<file path="src/rtl/pin_entry_encoder_if.sv">
// pin_entry_encoder_if
// Groups the keypad strobes, gate-controller status and the encoded-code
// outputs of pin_entry_encoder into one bundle.
//   master : drives keypad/gate-controller signals, observes the code outputs
//   slave  : the encoder side (pin_entry_encoder)
// Signals:
//   keyValid/keyDigit  digit strobe and BCD digit
//   keyEnter/keyClear  submit / discard strobes
//   gateState, wrongPinAlarm, blockAlarm  gate-controller status
//   pass, passValid    composed code and its one-cycle submission strobe
//   tryCount, lockout, digitCount  status outputs
interface pin_entry_encoder_if;
    logic       keyValid;
    logic [3:0] keyDigit;
    logic       keyEnter;
    logic       keyClear;
    logic       gateState;
    logic       wrongPinAlarm;
    logic       blockAlarm;
    logic [7:0] pass;
    logic       passValid;
    logic [1:0] tryCount;
    logic       lockout;
    logic [1:0] digitCount;

    modport master (
        output keyValid, keyDigit, keyEnter, keyClear,
        output gateState, wrongPinAlarm, blockAlarm,
        input  pass, passValid, tryCount, lockout, digitCount
    );

    modport slave (
        input  keyValid, keyDigit, keyEnter, keyClear,
        input  gateState, wrongPinAlarm, blockAlarm,
        output pass, passValid, tryCount, lockout, digitCount
    );
endinterface

</file>
<file path="src/rtl/pin_entry_encoder.sv">
// pin_entry_encoder
// Collects two BCD digits from a keypad into an 8-bit code, submits it to a
// gate controller on keyEnter, then waits for the gate to open (or times out).
// Tracks submissions since the last success and mirrors the wrong-pin alarm.
// Ports:
//   clk      single clock, rising edge
//   reset_n  asynchronous active-low reset
//   bus      pin_entry_encoder_if.slave: keypad strobes, gate status in;
//            pass/passValid/tryCount/lockout/digitCount out
module pin_entry_encoder #(
    parameter int unsigned RESP_TIMEOUT = 4,
    parameter int unsigned MAX_TRIES    = 3
) (
    input logic                clk,
    input logic                reset_n,
    pin_entry_encoder_if.slave bus
);
    localparam int unsigned TW = $clog2(RESP_TIMEOUT + 1);
    localparam logic [1:0]  TRY_LIMIT = 2'(MAX_TRIES);
    localparam logic [TW-1:0] WAIT_LAST = TW'(RESP_TIMEOUT - 1);

    typedef enum logic [5:0] {
        IDLE   = 6'b000001,
        ONE    = 6'b000010,
        TWO    = 6'b000100,
        SEND   = 6'b001000,
        WAIT   = 6'b010000,
        OPENED = 6'b100000
    } state_t;

    state_t        state, nextState;
    logic [TW-1:0] waitCount;
    logic [7:0]    passReg;
    logic          passValidReg;
    logic [1:0]    tryReg;
    logic          lockReg;
    logic [1:0]    digitCnt;

    logic digitOk, loadHigh, loadLow, clearPass, resetTries;

    always_comb begin
        nextState  = state;
        loadHigh   = 1'b0;
        loadLow    = 1'b0;
        clearPass  = 1'b0;
        resetTries = 1'b0;
        digitOk    = bus.keyValid && (bus.keyDigit <= 4'd9);
        unique case (state)
            IDLE: begin
                if (bus.keyClear) begin
                    clearPass = 1'b1;
                end else if (digitOk) begin
                    loadHigh  = 1'b1;
                    nextState = ONE;
                end
            end
            ONE: begin
                if (bus.keyClear) begin
                    clearPass = 1'b1;
                    nextState = IDLE;
                end else if (digitOk) begin
                    loadLow   = 1'b1;
                    nextState = TWO;
                end
            end
            TWO: begin
                if (bus.keyClear) begin
                    clearPass = 1'b1;
                    nextState = IDLE;
                end else if (bus.keyEnter && !bus.blockAlarm) begin
                    nextState = SEND;
                end
            end
            SEND: nextState = WAIT;
            WAIT: begin
                if (bus.gateState) begin
                    nextState = OPENED;
                end else if (waitCount == WAIT_LAST) begin
                    clearPass = 1'b1;
                    nextState = IDLE;
                end
            end
            OPENED: begin
                if (!bus.gateState) begin
                    clearPass  = 1'b1;
                    resetTries = 1'b1;
                    nextState  = IDLE;
                end
            end
            default: nextState = IDLE;
        endcase
    end

    always_ff @(posedge clk or negedge reset_n) begin
        if (!reset_n) begin
            state        <= IDLE;
            passReg      <= '0;
            passValidReg <= 1'b0;
            tryReg       <= '0;
            lockReg      <= 1'b0;
            waitCount    <= '0;
        end else begin
            state <= nextState;
            if (clearPass) begin
                passReg <= '0;
            end else if (loadHigh) begin
                passReg <= {bus.keyDigit, 4'h0};
            end else if (loadLow) begin
                passReg[3:0] <= bus.keyDigit;
            end
            // passValid and the try increment are launched on entry to SEND so
            // both are visible during the single SEND cycle.
            passValidReg <= (nextState == SEND);
            // A falling lockout clears the count even if a submission is
            // being launched on the same edge.
            if (resetTries || (lockReg && !bus.wrongPinAlarm)) begin
                tryReg <= '0;
            end else if (nextState == SEND && tryReg < TRY_LIMIT) begin
                tryReg <= tryReg + 2'd1;
            end
            lockReg <= bus.wrongPinAlarm;
            // WAIT is only entered from SEND, so the counter restarts there.
            if (state == SEND) begin
                waitCount <= '0;
            end else if (state == WAIT) begin
                waitCount <= waitCount + TW'(1);
            end
        end
    end

    always_comb begin
        digitCnt = 2'd2;
        if (state == IDLE) begin
            digitCnt = 2'd0;
        end else if (state == ONE) begin
            digitCnt = 2'd1;
        end
    end

    assign bus.pass       = passReg;
    assign bus.passValid  = passValidReg;
    assign bus.tryCount   = tryReg;
    assign bus.lockout    = lockReg;
    assign bus.digitCount = digitCnt;
endmodule
</file>
<file path="src/flat_wrapper.sv">
// flat-port wrapper written by rule: the top's interface ports become plain ports
module pin_entry_encoder_flat 
#(
    parameter int unsigned RESP_TIMEOUT = 4,
    parameter int unsigned MAX_TRIES    = 3
)
  (clk, reset_n, bus_keyValid, bus_keyDigit, bus_keyEnter, bus_keyClear, bus_gateState, bus_wrongPinAlarm, bus_blockAlarm, bus_pass, bus_passValid, bus_tryCount, bus_lockout, bus_digitCount);
  pin_entry_encoder_if bus_i ();
  input logic clk;
  input logic reset_n;
  input wire logic [$bits(bus_i.keyValid)-1:0] bus_keyValid;
  input wire logic [$bits(bus_i.keyDigit)-1:0] bus_keyDigit;
  input wire logic [$bits(bus_i.keyEnter)-1:0] bus_keyEnter;
  input wire logic [$bits(bus_i.keyClear)-1:0] bus_keyClear;
  input wire logic [$bits(bus_i.gateState)-1:0] bus_gateState;
  input wire logic [$bits(bus_i.wrongPinAlarm)-1:0] bus_wrongPinAlarm;
  input wire logic [$bits(bus_i.blockAlarm)-1:0] bus_blockAlarm;
  output wire logic [$bits(bus_i.pass)-1:0] bus_pass;
  output wire logic [$bits(bus_i.passValid)-1:0] bus_passValid;
  output wire logic [$bits(bus_i.tryCount)-1:0] bus_tryCount;
  output wire logic [$bits(bus_i.lockout)-1:0] bus_lockout;
  output wire logic [$bits(bus_i.digitCount)-1:0] bus_digitCount;
  assign bus_i.keyValid = bus_keyValid;
  assign bus_i.keyDigit = bus_keyDigit;
  assign bus_i.keyEnter = bus_keyEnter;
  assign bus_i.keyClear = bus_keyClear;
  assign bus_i.gateState = bus_gateState;
  assign bus_i.wrongPinAlarm = bus_wrongPinAlarm;
  assign bus_i.blockAlarm = bus_blockAlarm;
  assign bus_pass = bus_i.pass;
  assign bus_passValid = bus_i.passValid;
  assign bus_tryCount = bus_i.tryCount;
  assign bus_lockout = bus_i.lockout;
  assign bus_digitCount = bus_i.digitCount;
  pin_entry_encoder #(.RESP_TIMEOUT(RESP_TIMEOUT), .MAX_TRIES(MAX_TRIES)) u_core (.clk(clk), .reset_n(reset_n), .bus(bus_i));
endmodule
</file>
<file path="config.mk">
export PLATFORM = sky130hd
export DESIGN_NAME = pin_entry_encoder_flat
export DESIGN_NICKNAME = d
export VERILOG_FILES = /design/src/rtl/pin_entry_encoder_if.sv /design/src/rtl/pin_entry_encoder.sv /design/src/flat_wrapper.sv
export SDC_FILE = /design/constraint.sdc
export NUM_CORES = 1
export LEC_CHECK = 0
export CORE_MARGIN = 10
export CORE_UTILIZATION = 44
export DETAILED_ROUTE_END_ITERATION = 10
export GPL_TIMING_DRIVEN = 0
export PLACE_DENSITY = 0.8
export SYNTH_ARGS = -nofsm -noshare
export SYNTH_HDL_FRONTEND = slang
export SYNTH_SLANG_ARGS = --single-unit
</file>
<file path="constraint.sdc">
create_clock -name clk -period 1.9 [get_ports clk]
set_clock_uncertainty 0.05 [all_clocks]
set_input_delay 0.19 -clock clk [delete_from_list [all_inputs] [get_ports clk]]
set_output_delay 0.19 -clock clk [all_outputs]
set_load 0.05 [all_outputs]
</file>
# After elaboration in Yosys (flattened, before gate mapping)
# Cells that the tools add are included.
[totals]
in_bits = 12
regBits = 21
[op_classes]
eq_ne = 8
n_mux = 30
reduce_logical = 12
order_cmp = 2
n_addsub = 2
[op_table]
columns = ["operator", "count"]
rows = [
  ["$mux 6", 9],
  ["$pmux 6 s6", 1],
  ["$eq 6x4->1 const B", 2],
  ["$mux 4", 3],
  ["$mux 1", 9],
  ["$mux 2", 4],
  ["$mux 8", 1],
  ["$eq 6x1->1 const B", 1],
  ["$eq 6x2->1 const B", 1],
  ["$eq 6x3->1 const B", 1],
  ["$eq 6x5->1 const B", 1],
  ["$eq 6x6->1 const B", 1],
  ["$mux 3", 2],
  ["$reduce_bool 2->1", 3],
  ["$le 4x4->1 const B", 1],
  ["$logic_and 1x1->1", 4],
  ["$add 3x1->3 const B", 1],
  ["$eq 3x2->1 const B", 1],
  ["$pmux 1 s3", 1],
  ["$reduce_bool 3->1", 1],
  ["$reduce_or 3->1", 1],
  ["$add 2x1->2 const B", 1],
  ["$logic_not 1->1", 2],
  ["$lt 2x2->1 const B", 1],
  ["$logic_or 1x1->1", 1],
]

# Longest topological paths before layout
# Gate-level depths: netlist of run 1.
[depth]
depth_word = 9
mapped_depth = 6
mapped_depth_nobuf = 6

# Worst setup path before layout of run 1
# No wires, ideal clock.
[synth_path]
kind = "reg-to-reg"
from = "register u_core.state[2]"
to = "register u_core.passReg[4], in the netlist u_core.bus.pass[4]"
t_arrival_ns = 1.650
slack_ns = 0.073
setup_time_ns = 0.127
required_ns = 1.723
period_less_slack_ns = 1.827
path_stages_with_launch = 6
cell_sequence = "dfrtp_1 > buf_6 > or4_4 > o31a_1 > a22oi_4 > nor2_1"
[synth_between]
elab_chain_len = 4
word_cells_on_any_way = 10
classes_between = "5 x eq/ne; 3 x mux; 2 x reduce/logical"
[synth_lines]
columns = ["item", "line", "text"]
rows = [
  ["start, declared", "pin_entry_encoder.sv:31", "state_t state, nextState;"],
  ["start signal, assigned", "pin_entry_encoder.sv:103", "state <= nextState;"],
  ["$eq 6x3->1, or another cell as far along", "pin_entry_encoder.sv:48", "unique case (state)"],
  ["$reduce_or 3->1 (no source line)", "-", ""],
  ["$pmux 1 s3", "pin_entry_encoder.sv:48", ""],
  ["$mux 8 / $reduce_bool 2->1 (equally long branches)", "-", ""],
  ["end signal, assigned", "pin_entry_encoder.sv:107", "passReg <= {bus.keyDigit, 4'h0};"],
  ["end, declared", "pin_entry_encoder.sv:33", "logic [7:0] passReg;"],
]
# Several ways; a longest one is shown, not always the timed one.
# A chain may end at the register's enable or synchronous reset.

# Worst setup path after layout of run 1
[layout_path]
from = "register u_core.state[3]"
to = "register u_core.passReg[4], in the netlist u_core.bus.pass[4]"
# The elaborated chain is that of the path after synthesis.

==> results of run 1 <==
-- report_power, final --
| part | switching [mW] | internal, mW |
|---|---|---|
| clock network | 0.137 | 0.0822 |
| registers | 0.0209 | 0.489 |
| logic | 0.339 | 0.200 |
| total | 0.497 | 0.770 |
-- synth_stat cells (2+ instances only) --
cell type	n	share of area (%)
sky130_fd_sc_hd__o2111ai_1	2	1.5
sky130_fd_sc_hd__ha_1	3	3.2
sky130_fd_sc_hd__dfrtp_1	20	42
sky130_fd_sc_hd__nand2_1	7	2.2
sky130_fd_sc_hd__nor3b_1	2	1.3
sky130_fd_sc_hd__inv_1	7	2.2
sky130_fd_sc_hd__a21oi_1	7	3.0
sky130_fd_sc_hd__xor2_1	4	3.0
sky130_fd_sc_hd__o21ai_0	4	1.7
sky130_fd_sc_hd__nor2_1	10	3.2
sky130_fd_sc_hd__buf_2	2	0.84
sky130_fd_sc_hd__clkbuf_1	3	0.95
sky130_fd_sc_hd__nand2b_1	5	2.6
sky130_fd_sc_hd__nand3_1	6	2.5
sky130_fd_sc_hd__nor2b_1	5	2.6
sky130_fd_sc_hd__mux2i_1	6	5.1
sky130_fd_sc_hd__and2_1	2	1.1
sky130_fd_sc_hd__a2bb2oi_1	2	1.5
-- through the flow --
stage / setup WS [ns] / total power [mW]
finish: -0.0650 / 1.27
global route: -0.141 / 1.35
CTS: -0.0685 / 1.26
detailed placement: -0.405 / 1.04
global placement: -0.387 / 1.03
floorplan: 0.0728 / 0.868
-- placed cells by master (no fill, tap or decap), drive strengths merged, types with 2 or more instances in the layout --
| master | n |
|---|---|
| inv | 7 |
| clkdlybuf4s50 | 23 |
| buf | 11 |
| xor2 | 4 |
| o21ai | 4 |
| nand2 | 7 |
| or3 | 2 |
| nor4b | 2 |
| nor2 | 10 |
| clkbuf | 6 |
| ha | 3 |
| and2 | 2 |
| a21oi | 7 |
| nand2b | 5 |
| nand3 | 6 |
| nor4 | 2 |
| a2bb2oi | 2 |
| o2111ai | 2 |
| nor2b | 5 |
| mux2i | 6 |
| nor3b | 2 |
| dfrtp | 20 |
-- worst register-to-register path, delay by kind of cell, from the launching register on --
family,cells,cell delay (ns)
AND/OR/NAND/NOR,3,1.01
flip-flops,1,0.48
AO/OA/AOI/OAI,1,0.31
-- flip-flops by register name, summed over array words and instances (netlist names) --
name / count
u_core.state: 6
u_core.bus.tryCount: 2
u_core.bus.passValid: 1
u_core.bus.pass: 8
u_core.waitCount: 3
u_core.bus.lockout: 1
-- cell families (layout without fill, tap and decap cells) --
| kind of cell | Yosys count | after routing | share of synthesized area (%) |
|---|---|---|---|
| flip-flops | 21 | 21 | 44.4 |
| buffers and inverters | 13 | 47 | 4.96 |
| AO/OA/AOI/OAI | 24 | 24 | 14.6 |
| XOR/XNOR | 4 | 4 | 2.95 |
| adder cells (fa/ha/maj) | 3 | 3 | 3.16 |
| multiplexers | 6 | 6 | 5.06 |
| AND/OR/NAND/NOR | 50 | 50 | 24.9 |
-- per-layer routing --
metal  vias to the layer above  GRT usage (%)  wire [um]
met5                         -              0          0
met4                         0           5.38         80
met3                         7           3.13        124
met2                        17           18.6       1460
met1                       490           14.9       1340
li1                        496              -          -
-- repair_timing --
action | CTS | global route
endpoints found under the setup margin | 12 | 14
setup buffers | 3 | 3
gates cloned | 0 | 1
endpoints found under the hold margin | 0 | 0
gates resized for setup | 19 | 5
pin swaps | 8 | 4
-- worst paths after layout --
path | slack [ns] | start | cells past startpoint | end
worst min register to register | 0.49 | u_core.waitCount[1] | 2 | u_core.waitCount[1]
worst max register to register | -0.07 | u_core.state[3] | 4 | u_core.bus.pass[4]
worst max-delay path | -0.07 | u_core.state[3] | 4 | u_core.bus.pass[4]
min in group asynchronous | 0.34 | reset_n | 1 | u_core.bus.lockout
max in group asynchronous | 0.82 | reset_n | 1 | u_core.state[3]
worst min-delay path | 0.29 | bus_wrongPinAlarm | 1 | u_core.bus.lockout
-- area by class of cell --
cell class	count	area [um2]	area share, %
multi-input cells	87	634	40.1
flip-flops and latches	21	528	33.4
repair buffers	32	297	18.8
well taps	30	37.5	2.38
plain buffers	4	31.3	1.98
clock buffers	4	26.3	1.66
inverters	7	26.3	1.66
==> out/metrics.cfg, run 1 <==
[setup_path]
max_stage_delay_ns = 0.55
worstSetupStartpointType = flop
timing.critical_path.max_delay_family = simple AND/OR/NAND/NOR gates
critical_path_arrival_ns = 2.11
crit_path_cell_trace = or4_4 -> or3_4 -> a22oi_4 -> nor2_1
timing.critical_path.to_type = flop
cpMaxStageDelayCell = sky130_fd_sc_hd__or4_4
timing.critical_path.buf_inv = 0
worstPathRequired_ns = 2.05
timing.critical_path.fanout_max = 8
setup.worst_path.class = reg -> reg

[cts]
cts.htree.levels = 1
clock_tree_from_tritoncts = done
clockBufferDepth = 2
cts.sink_count = 21
worst_skew_pair.late_latency_ns = 0.31
cts.root.buffer_cell = sky130_fd_sc_hd__clkbuf_4
cts-buffers-inserted = 3
cts_hold_buf = 0
clkTransAtPathRegs_ns = 0.11

[power_and_ir_drop]
power.static_leakage_nw = 0.749
worst_ir_drop_on_vdd_mv = 0.617
pwr_density_cell_nw_per_um2 = 802

[timing]
worst_hold_slack_ns = 0.289
drv_slew = 0
layout_setup_ws_ns = -0.0650
setup_tns_ns = -0.426
rsz0062_at_grt = yes
worst_pin_slew_ns = 0.950
hold_violations = 0
number_of_setup_violations_in_the_final_report = 9
timing.max_slew.rel_slack_pct = 36.5
min_period_ns = 1.97
final.period_utilization_pct = 103
maxClockFrequency_mhz = 509

[cells_and_area]
filler_cell_count = 222
flow.area_growth_from_synthesis_pct = 33.2
final_layout_size_suffix_gt1_share_pct = 19.4
final_core_util_pct = 62.6
final_cells = 185
antenna_cells = 0
num-nets-final = 171
final_design_area_no_fill_um2 = 1580

[min_path]
min-delay-path-class = in -> reg

[yosys]
synth_top_flop_cell = sky130_fd_sc_hd__dfrtp_1
synthDistinctLibCells = 42
synth_cells = 121
synth-seq-cells = 21
mappedNetlistArea_um2 = 1190
synth_net_count = 136
synth-edff-count = 0
ys.warnings.count = 0
syn-mean-instance-area_um2 = 9.80
postSynth.asyncResetShare_pct = 100
part_of_the_yosys_area_used_for_sequential_elements_pct = 44.4

[global_routing]
via_count_of_the_first_global_routing_pass = 1026
grtUsageTotal_pct = 11.9
grt_pass1_wl_mm = 5.06
overflow = 0
grt_max_degree = 22
antenna_found_initial = 0

[drt]
vias = 1010
wl_per_cell_um = 16.2
post_drt_via_cell_ratio = 5.46
detail_route.wirelength_mm = 3.00
dr.pass1.iters = 4
route.detailed.drc = 0
ant_nets = 0
drt_first_iter_violations = 46

[placement]
portBuffers = 25
dp.final_hpwl_mm = 2.27
detailed_place.area_um2 = 1470
numPlacedInstances = 176
routability_congestion_estimate_from_global_placement = 0.855

[floorplanning]
dieArea_um2 = 5170
initial_core_util_pct = 47.0
die_height_um = 71.9
rows = 18
core_area_um2 = 2520
ios = 26
fp.dieW_um = 71.9

[run_status]
violations = setup timing
status = finished, violations left

[job]
max_cap_violations = 0

No activity file was read; power rests on OpenSTA's default activity.
==> run 2, diff against run 1 <==
--- a/config.mk
+++ b/config.mk
@@ -6,10 +6,11 @@
 export NUM_CORES = 1
 export LEC_CHECK = 0
 export CORE_MARGIN = 10
-export CORE_UTILIZATION = 44
+export CORE_UTILIZATION = 53
 export DETAILED_ROUTE_END_ITERATION = 10
 export GPL_TIMING_DRIVEN = 0
-export PLACE_DENSITY = 0.8
+export HOLD_SLACK_MARGIN = 0.06
+export PLACE_DENSITY = 0.89
 export SYNTH_ARGS = -nofsm -noshare
 export SYNTH_HDL_FRONTEND = slang
 export SYNTH_SLANG_ARGS = --single-unit
==> constraint.sdc (replaced) <==
create_clock -name clk -period 2.3 [get_ports clk]
set_clock_uncertainty 0.05 [all_clocks]
set_input_delay 0.23 -clock clk [delete_from_list [all_inputs] [get_ports clk]]
set_output_delay 0.23 -clock clk [all_outputs]
set_load 0.05 [all_outputs]
==> out/metrics.cfg, run 2 (synthesis results as in run 1) <==
[cells_and_area]
seqCellArea_um2 = 527  ; -0.24%
multi_input_combinational_cell_area_um2 = 609  ; -3.9%
layout_common_cells = sky130_fd_sc_hd__clkdlybuf4s50_1, sky130_fd_sc_hd__dfrtp_1, sky130_fd_sc_hd__nor2_1
final_core_util_pct = 69.5  ; +6.8 points
final_design_area_no_fill_um2 = 1510  ; -4.6%
final_cells = 178  ; -3.8%
final_layout_size_suffix_gt1_share_pct = 10.0  ; -9.4 points
flow.area_growth_from_synthesis_pct = 27.1
num-nets-final = 166  ; -2.9%
antenna_cells = 0  ; unchanged
layout_commonest_cell = sky130_fd_sc_hd__clkdlybuf4s50_1
largest_register_ff_count = 8  ; unchanged
filler_cell_count = 188  ; -15%

[setup_path]
worstSetupStartpointType = flop
timing.critical_path.to_type = primary output
timing.critical_path.buf_inv = 2  ; +2
worstPathRequired_ns = 2.02  ; -0.03 ns
timing.critical_path.max_delay_family = buffers and inverters
timing.critical_path.fanout_max = 10  ; +2
setup.worst_path.class = reg -> out
reg2regPathDepth = 5  ; +1
max_stage_delay_ns = 0.55  ; about the same
regToRegEndpoint = u_core.bus.pass[5]
critical_path_arrival_ns = 1.87  ; -0.24 ns
cpMaxStageDelayCell = sky130_fd_sc_hd__dfstp_2
r2r_setup_slack_ns = 0.34  ; +0.41 ns
crit_path_cell_trace = buf_2 -> xor2_1 -> nand2_1 -> dlygate4sd2_1
r2r_start = u_core.state[2]

[floorplanning]
dieArea_um2 = 4530  ; -12%
rows = 17  ; -1
initial_core_util_pct = 54.7  ; +7.6 points
ios = 26  ; unchanged
core_area_um2 = 2170  ; -14%
fp.dieW_um = 67.3  ; -6.4%
die_height_um = 67.3  ; -6.4%

[cts]
clock_tree_from_tritoncts = done
cts-buffers-inserted = 3  ; unchanged
cts.htree.levels = 1  ; unchanged
cts.root.buffer_cell = sky130_fd_sc_hd__clkbuf_4
worst_skew_pair.late_latency_ns = 0.30  ; about the same
clkTransAtPathRegs_ns = 0.12  ; about the same
clockBufferDepth = 2  ; unchanged
post-cts-setup-buffer-count = 0  ; -3
cts.sink_count = 21  ; unchanged

[min_path]
hold-path-cell-count = 1  ; unchanged
whs_endpoint = u_core.bus.lockout
hp-start = bus_wrongPinAlarm
min-delay-path-class = in -> reg

[global_routing]
via_count_of_the_first_global_routing_pass = 1020  ; -0.58%
grt_pass1_wl_mm = 4.89  ; -3.4%
antenna_found_initial = 0  ; unchanged
overflow = 0  ; unchanged
grt_max_degree = 22  ; unchanged
grtUsageTotal_pct = 13.6  ; +1.7 points

[timing]
maxClockFrequency_mhz = 464
timing.max_slew.rel_slack_pct = 36.6  ; +0.17 points
layout_setup_ws_ns = 0.145  ; +0.210 ns
setup_tns_ns = 0  ; +0.426 ns
min_period_ns = 2.15
number_of_setup_violations_in_the_final_report = 0  ; -9
final.period_utilization_pct = 93.7
worst_hold_slack_ns = 0.340  ; +0.0511 ns
drv_slew = 0  ; unchanged
worst_pin_slew_ns = 0.948  ; -0.00251 ns
hold_violations = 0  ; unchanged
rsz0062_at_grt = no

[drt]
route.detailed.drc = 0  ; unchanged
dr.pass1.iters = 4  ; unchanged
drt_first_iter_violations = 40  ; -13%
detail_route.wirelength_mm = 2.81  ; -6.5%
wl_per_cell_um = 15.8  ; -2.8%
ant_nets = 0  ; unchanged
vias = 996  ; -1.4%
post_drt_via_cell_ratio = 5.60  ; +2.5%

[job]
max_cap_violations = 0  ; unchanged

[run_status]
status = completed

[placement]
numPlacedInstances = 174  ; -1.1%
portBuffers = 25  ; unchanged
routability_congestion_estimate_from_global_placement = 0.904  ; +5.7%
detailed_place.area_um2 = 1470  ; -0.17%
dp.final_hpwl_mm = 2.13  ; -6.2%
preCtsSetupSlack_ns = 0.00671  ; +0.412 ns

[power_and_ir_drop]
design_power_total_mw = 1.02  ; -19%
pwr-share-comb_pct = 41.2  ; -1.3 points
net-switching-power_uw = 399  ; -20%
power.static_leakage_nw = 0.714  ; -4.7%
power.share.sequential_pct = 41.1  ; +0.9 points
pwr_density_cell_nw_per_um2 = 679  ; -15%
worst_ir_drop_on_vdd_mv = 0.468  ; -24%
total_internal_power_uw = 625  ; -19%
sw_frac_of_total_pct = 38.9  ; -0.27 points
share_clk_of_total_power_pct = 17.7  ; +0.4 points

==> run 2: cell count changes in the layout (fill, tap and decap cells not counted), sizes merged <==
cell | before | now
buf | 11 | 3
clkbuf | 6 | 7
clkdlybuf4s15 | 0 | 1
dlygate4sd2 | 0 | 1
==> run 2: what timing repair did <==
| action | CTS | global route |
|---|---|---|
| gates resized for setup | 4 | 3 |
| gates cloned | 0 | 0 |
| endpoints found under the hold margin | 0 | 0 |
| setup endpoints to repair | 2 | 2 |
| hold buffers | 0 | 0 |
==> run 2: routing by layer <==
layer	track usage [%]	part of all wire, %
met5	0	0
met4	3.85	0.57
met3	4.13	4.6
met2	21.9	52
met1	17.1	43
==> run 2: worst max path at each step <==
stage	slack (ns)	start	depth (start not counted)	end
final	0.15	u_core.state[0]	4	bus_digitCount[1]
after global routing	0.003	u_core.state[0]	4	bus_digitCount[1]
after CTS	0.07	u_core.state[4]	4	bus_digitCount[0]
after detailed placement	0.007	u_core.state[4]	4	bus_digitCount[0]
after global placement	0.0004	u_core.state[4]	4	bus_digitCount[0]
after floorplan	0.47	u_core.state[2]	5	u_core.bus.pass[4]
==> run 2: power groups by stage <==
| stage | registers (mW) | clock network [mW] | logic (mW) |
|---|---|---|---|
| floorplan | 0.498 | 0 | 0.220 |
| finish | 0.420 | 0.181 | 0.422 |
| global placement | 0.425 | 0 | 0.419 |
| global route | 0.425 | 0.203 | 0.455 |
| detailed placement | 0.427 | 0 | 0.424 |
| CTS | 0.420 | 0.185 | 0.421 |
==> run 2: worst reg2reg max path, stage by stage, from the launching register on <==
cell and delay [ns]:
sky130_fd_sc_hd__dfrtp_1 0.40, sky130_fd_sc_hd__buf_6 0.14, sky130_fd_sc_hd__or4_4 0.55, sky130_fd_sc_hd__o31a_1 0.32, sky130_fd_sc_hd__a22oi_4 0.30, sky130_fd_sc_hd__nor2_1 0.09
==> run 2: cell type report <==
| type | count | share of cell area, % |
|---|---|---|
| Multi-Input combinational cell | 87 | 40.4 |
| Sequential cell | 21 | 34.9 |
| Timing Repair Buffer | 25 | 16.6 |
| Tap cell | 28 | 2.32 |
| Buffer | 6 | 2.24 |
| Clock buffer | 4 | 1.74 |
| Inverter | 7 | 1.74 |
==> run 3, diff against run 2 <==
--- a/config.mk
+++ b/config.mk
@@ -5,12 +5,13 @@
 export SDC_FILE = /design/constraint.sdc
 export NUM_CORES = 1
 export LEC_CHECK = 0
+export CAP_MARGIN = 5
 export CORE_MARGIN = 10
-export CORE_UTILIZATION = 53
+export CORE_UTILIZATION = 50
 export DETAILED_ROUTE_END_ITERATION = 10
 export GPL_TIMING_DRIVEN = 0
 export HOLD_SLACK_MARGIN = 0.06
-export PLACE_DENSITY = 0.89
+export PLACE_DENSITY = 0.85
 export SYNTH_ARGS = -nofsm -noshare
 export SYNTH_HDL_FRONTEND = slang
 export SYNTH_SLANG_ARGS = --single-unit
==> out/metrics.cfg, run 3 (synthesis results as in run 1) <==
[floorplanning]
ios = 26  ; unchanged
core_area_um2 = 2230  ; +2.9%
die_height_um = 68.7  ; +2.1%
rows = 17  ; unchanged
fp.dieW_um = 68.7  ; +2.1%
dieArea_um2 = 4720  ; +4.2%
initial_core_util_pct = 53.1  ; -1.6 points

[cells_and_area]
layout_commonest_cell = sky130_fd_sc_hd__clkdlybuf4s50_1
largest_register_ff_count = 8  ; unchanged
layout_common_cells = sky130_fd_sc_hd__clkdlybuf4s50_1, sky130_fd_sc_hd__dfrtp_1, sky130_fd_sc_hd__nor2_1
flow.area_growth_from_synthesis_pct = 26.8
antenna_cells = 0  ; unchanged
filler_cell_count = 189  ; +0.53%
final_core_util_pct = 67.3  ; -2.2 points
num-nets-final = 166  ; unchanged
final_layout_size_suffix_gt1_share_pct = 10.7  ; +0.67 points

[power_and_ir_drop]
worst_ir_drop_on_vdd_mv = 0.430  ; -8.0%
design_power_total_mw = 1.01  ; -1.2%
power.static_leakage_nw = 0.712  ; -0.29%
pwr_density_cell_nw_per_um2 = 673  ; -0.91%

[global_routing]
grt_max_degree = 22  ; unchanged
grtUsageTotal_pct = 12.7  ; -0.91 points
grt_pass1_wl_mm = 4.71  ; -3.5%
overflow = 0  ; unchanged
antenna_found_initial = 0  ; unchanged
via_count_of_the_first_global_routing_pass = 1036  ; +1.6%

[min_path]
whs_endpoint = u_core.bus.lockout
min-delay-path-class = in -> reg
hp-start = bus_wrongPinAlarm
hold-path-cell-count = 1  ; unchanged

[setup_path]
r2r_start = u_core.state[2]
startpoint = u_core.state[4]
critical_path_arrival_ns = 1.87  ; about the same
worstSetupStartpointType = flop
worstPathRequired_ns = 2.02  ; about the same
timing.critical_path.fanout_max = 9  ; -1
r2r_setup_slack_ns = 0.32  ; -0.02 ns
timing.critical_path.to_type = primary output
regToRegEndpoint = u_core.bus.pass[5]
reg2regPathDepth = 5  ; unchanged
setup.worst_path.class = reg -> out

[timing]
hold_violations = 0  ; unchanged
rsz0062_at_grt = no
worst_pin_slew_ns = 0.899  ; -0.0491 ns
timing.max_slew.rel_slack_pct = 39.9  ; +3.3 points
min_period_ns = 2.15  ; -0.00127 ns
worst_hold_slack_ns = 0.346  ; +0.00518 ns
maxClockFrequency_mhz = 464  ; about the same
number_of_setup_violations_in_the_final_report = 0  ; unchanged
drv_slew = 0  ; unchanged
final.period_utilization_pct = 93.6  ; about the same

[placement]
dp.final_hpwl_mm = 2.09  ; -2.0%
portBuffers = 25  ; unchanged
routability_congestion_estimate_from_global_placement = 0.868  ; -3.9%

[drt]
route.detailed.drc = 0  ; unchanged
detail_route.wirelength_mm = 2.59  ; -7.7%
post_drt_via_cell_ratio = 5.58  ; -0.30%
vias = 993  ; -0.30%
dr.pass1.iters = 4  ; unchanged
wl_per_cell_um = 14.6  ; -7.7%
ant_nets = 0  ; unchanged
drt_first_iter_violations = 40  ; unchanged

[cts]
cts_resized = 4  ; unchanged
clockBufferDepth = 2  ; unchanged
cts.root.buffer_cell = sky130_fd_sc_hd__clkbuf_4
worst_skew_pair.late_latency_ns = 0.30  ; about the same
post-cts-setup-buffer-count = 0  ; unchanged
cts.sink_count = 21  ; unchanged
cts-buffers-inserted = 3  ; unchanged
clock_tree_from_tritoncts = done
cts.htree.levels = 1  ; unchanged
clkTransAtPathRegs_ns = 0.12  ; about the same
cts_hold_buf = 0  ; unchanged

[job]
max_cap_violations = 0  ; unchanged

[run_status]
status = completed

## run 3: cell types whose count changed in the layout (fill, tap and decap cells not counted), sizes merged
cell / previous run / this run
clkbuf: 7 / 8
dlygate4sd2: 1 / 0
## run 3: worst max-delay path by stage
stage,end,slack [ns],depth (start not counted)
3_3_place_gp,bus_digitCount[0],-0.006,4
3_5_place_dp,bus_digitCount[0],-0.02,4
4_1_cts,bus_digitCount[0],0.06,4
5_1_grt,bus_digitCount[0],0.03,4
6_report,bus_digitCount[0],0.15,4
2_1_floorplan,u_core.bus.pass[4],0.47,5
## run 3: through the flow
step	cells	setup slack, ns	setup TNS [ns]	instance area (um2)
final	178	0.146	0	1500
after global routing	178	0.0290	0	1500
after CTS	178	0.0630	0	1500
after detailed placement	174	-0.0201	-0.0201	1470
after global placement	174	-0.00649	-0.00649	1470
after floorplan	121	0.473	0	1190
## run 3: routing by layer
layer	wire length (um)	part of all wire (%)	track usage, %
met3	169	6.5	3.86
met2	1270	49	20.7
met1	1140	44	15.9
met5	0	0	0
met4	16	0.62	3.20
## run 3: where the power goes
part	leakage (nW)	internal [mW]	switching, mW
clock network	0.0150	0.0673	0.106
registers	0.286	0.404	0.0156
logic	0.412	0.151	0.267
total	0.712	0.622	0.389
## run 3: worst max-delay path, cell delays in order (launching register included)
cell and delay, ns:
sky130_fd_sc_hd__dfrtp_1 0.38, sky130_fd_sc_hd__clkbuf_1 0.22, sky130_fd_sc_hd__nor4_4 0.39, sky130_fd_sc_hd__and2_1 0.20, sky130_fd_sc_hd__clkdlybuf4s15_2 0.38
## run 3: area by class of cell
cell class | count | area [um2] | area share (%)
clock buffer | 4 | 26.3 | 1.75
inverter | 7 | 26.3 | 1.75
multi-input combinational | 87 | 609 | 40.5
buffer | 6 | 33.8 | 2.25
tap | 28 | 35.0 | 2.33
timing repair buffer | 25 | 246 | 16.4
sequential | 21 | 527 | 35.0
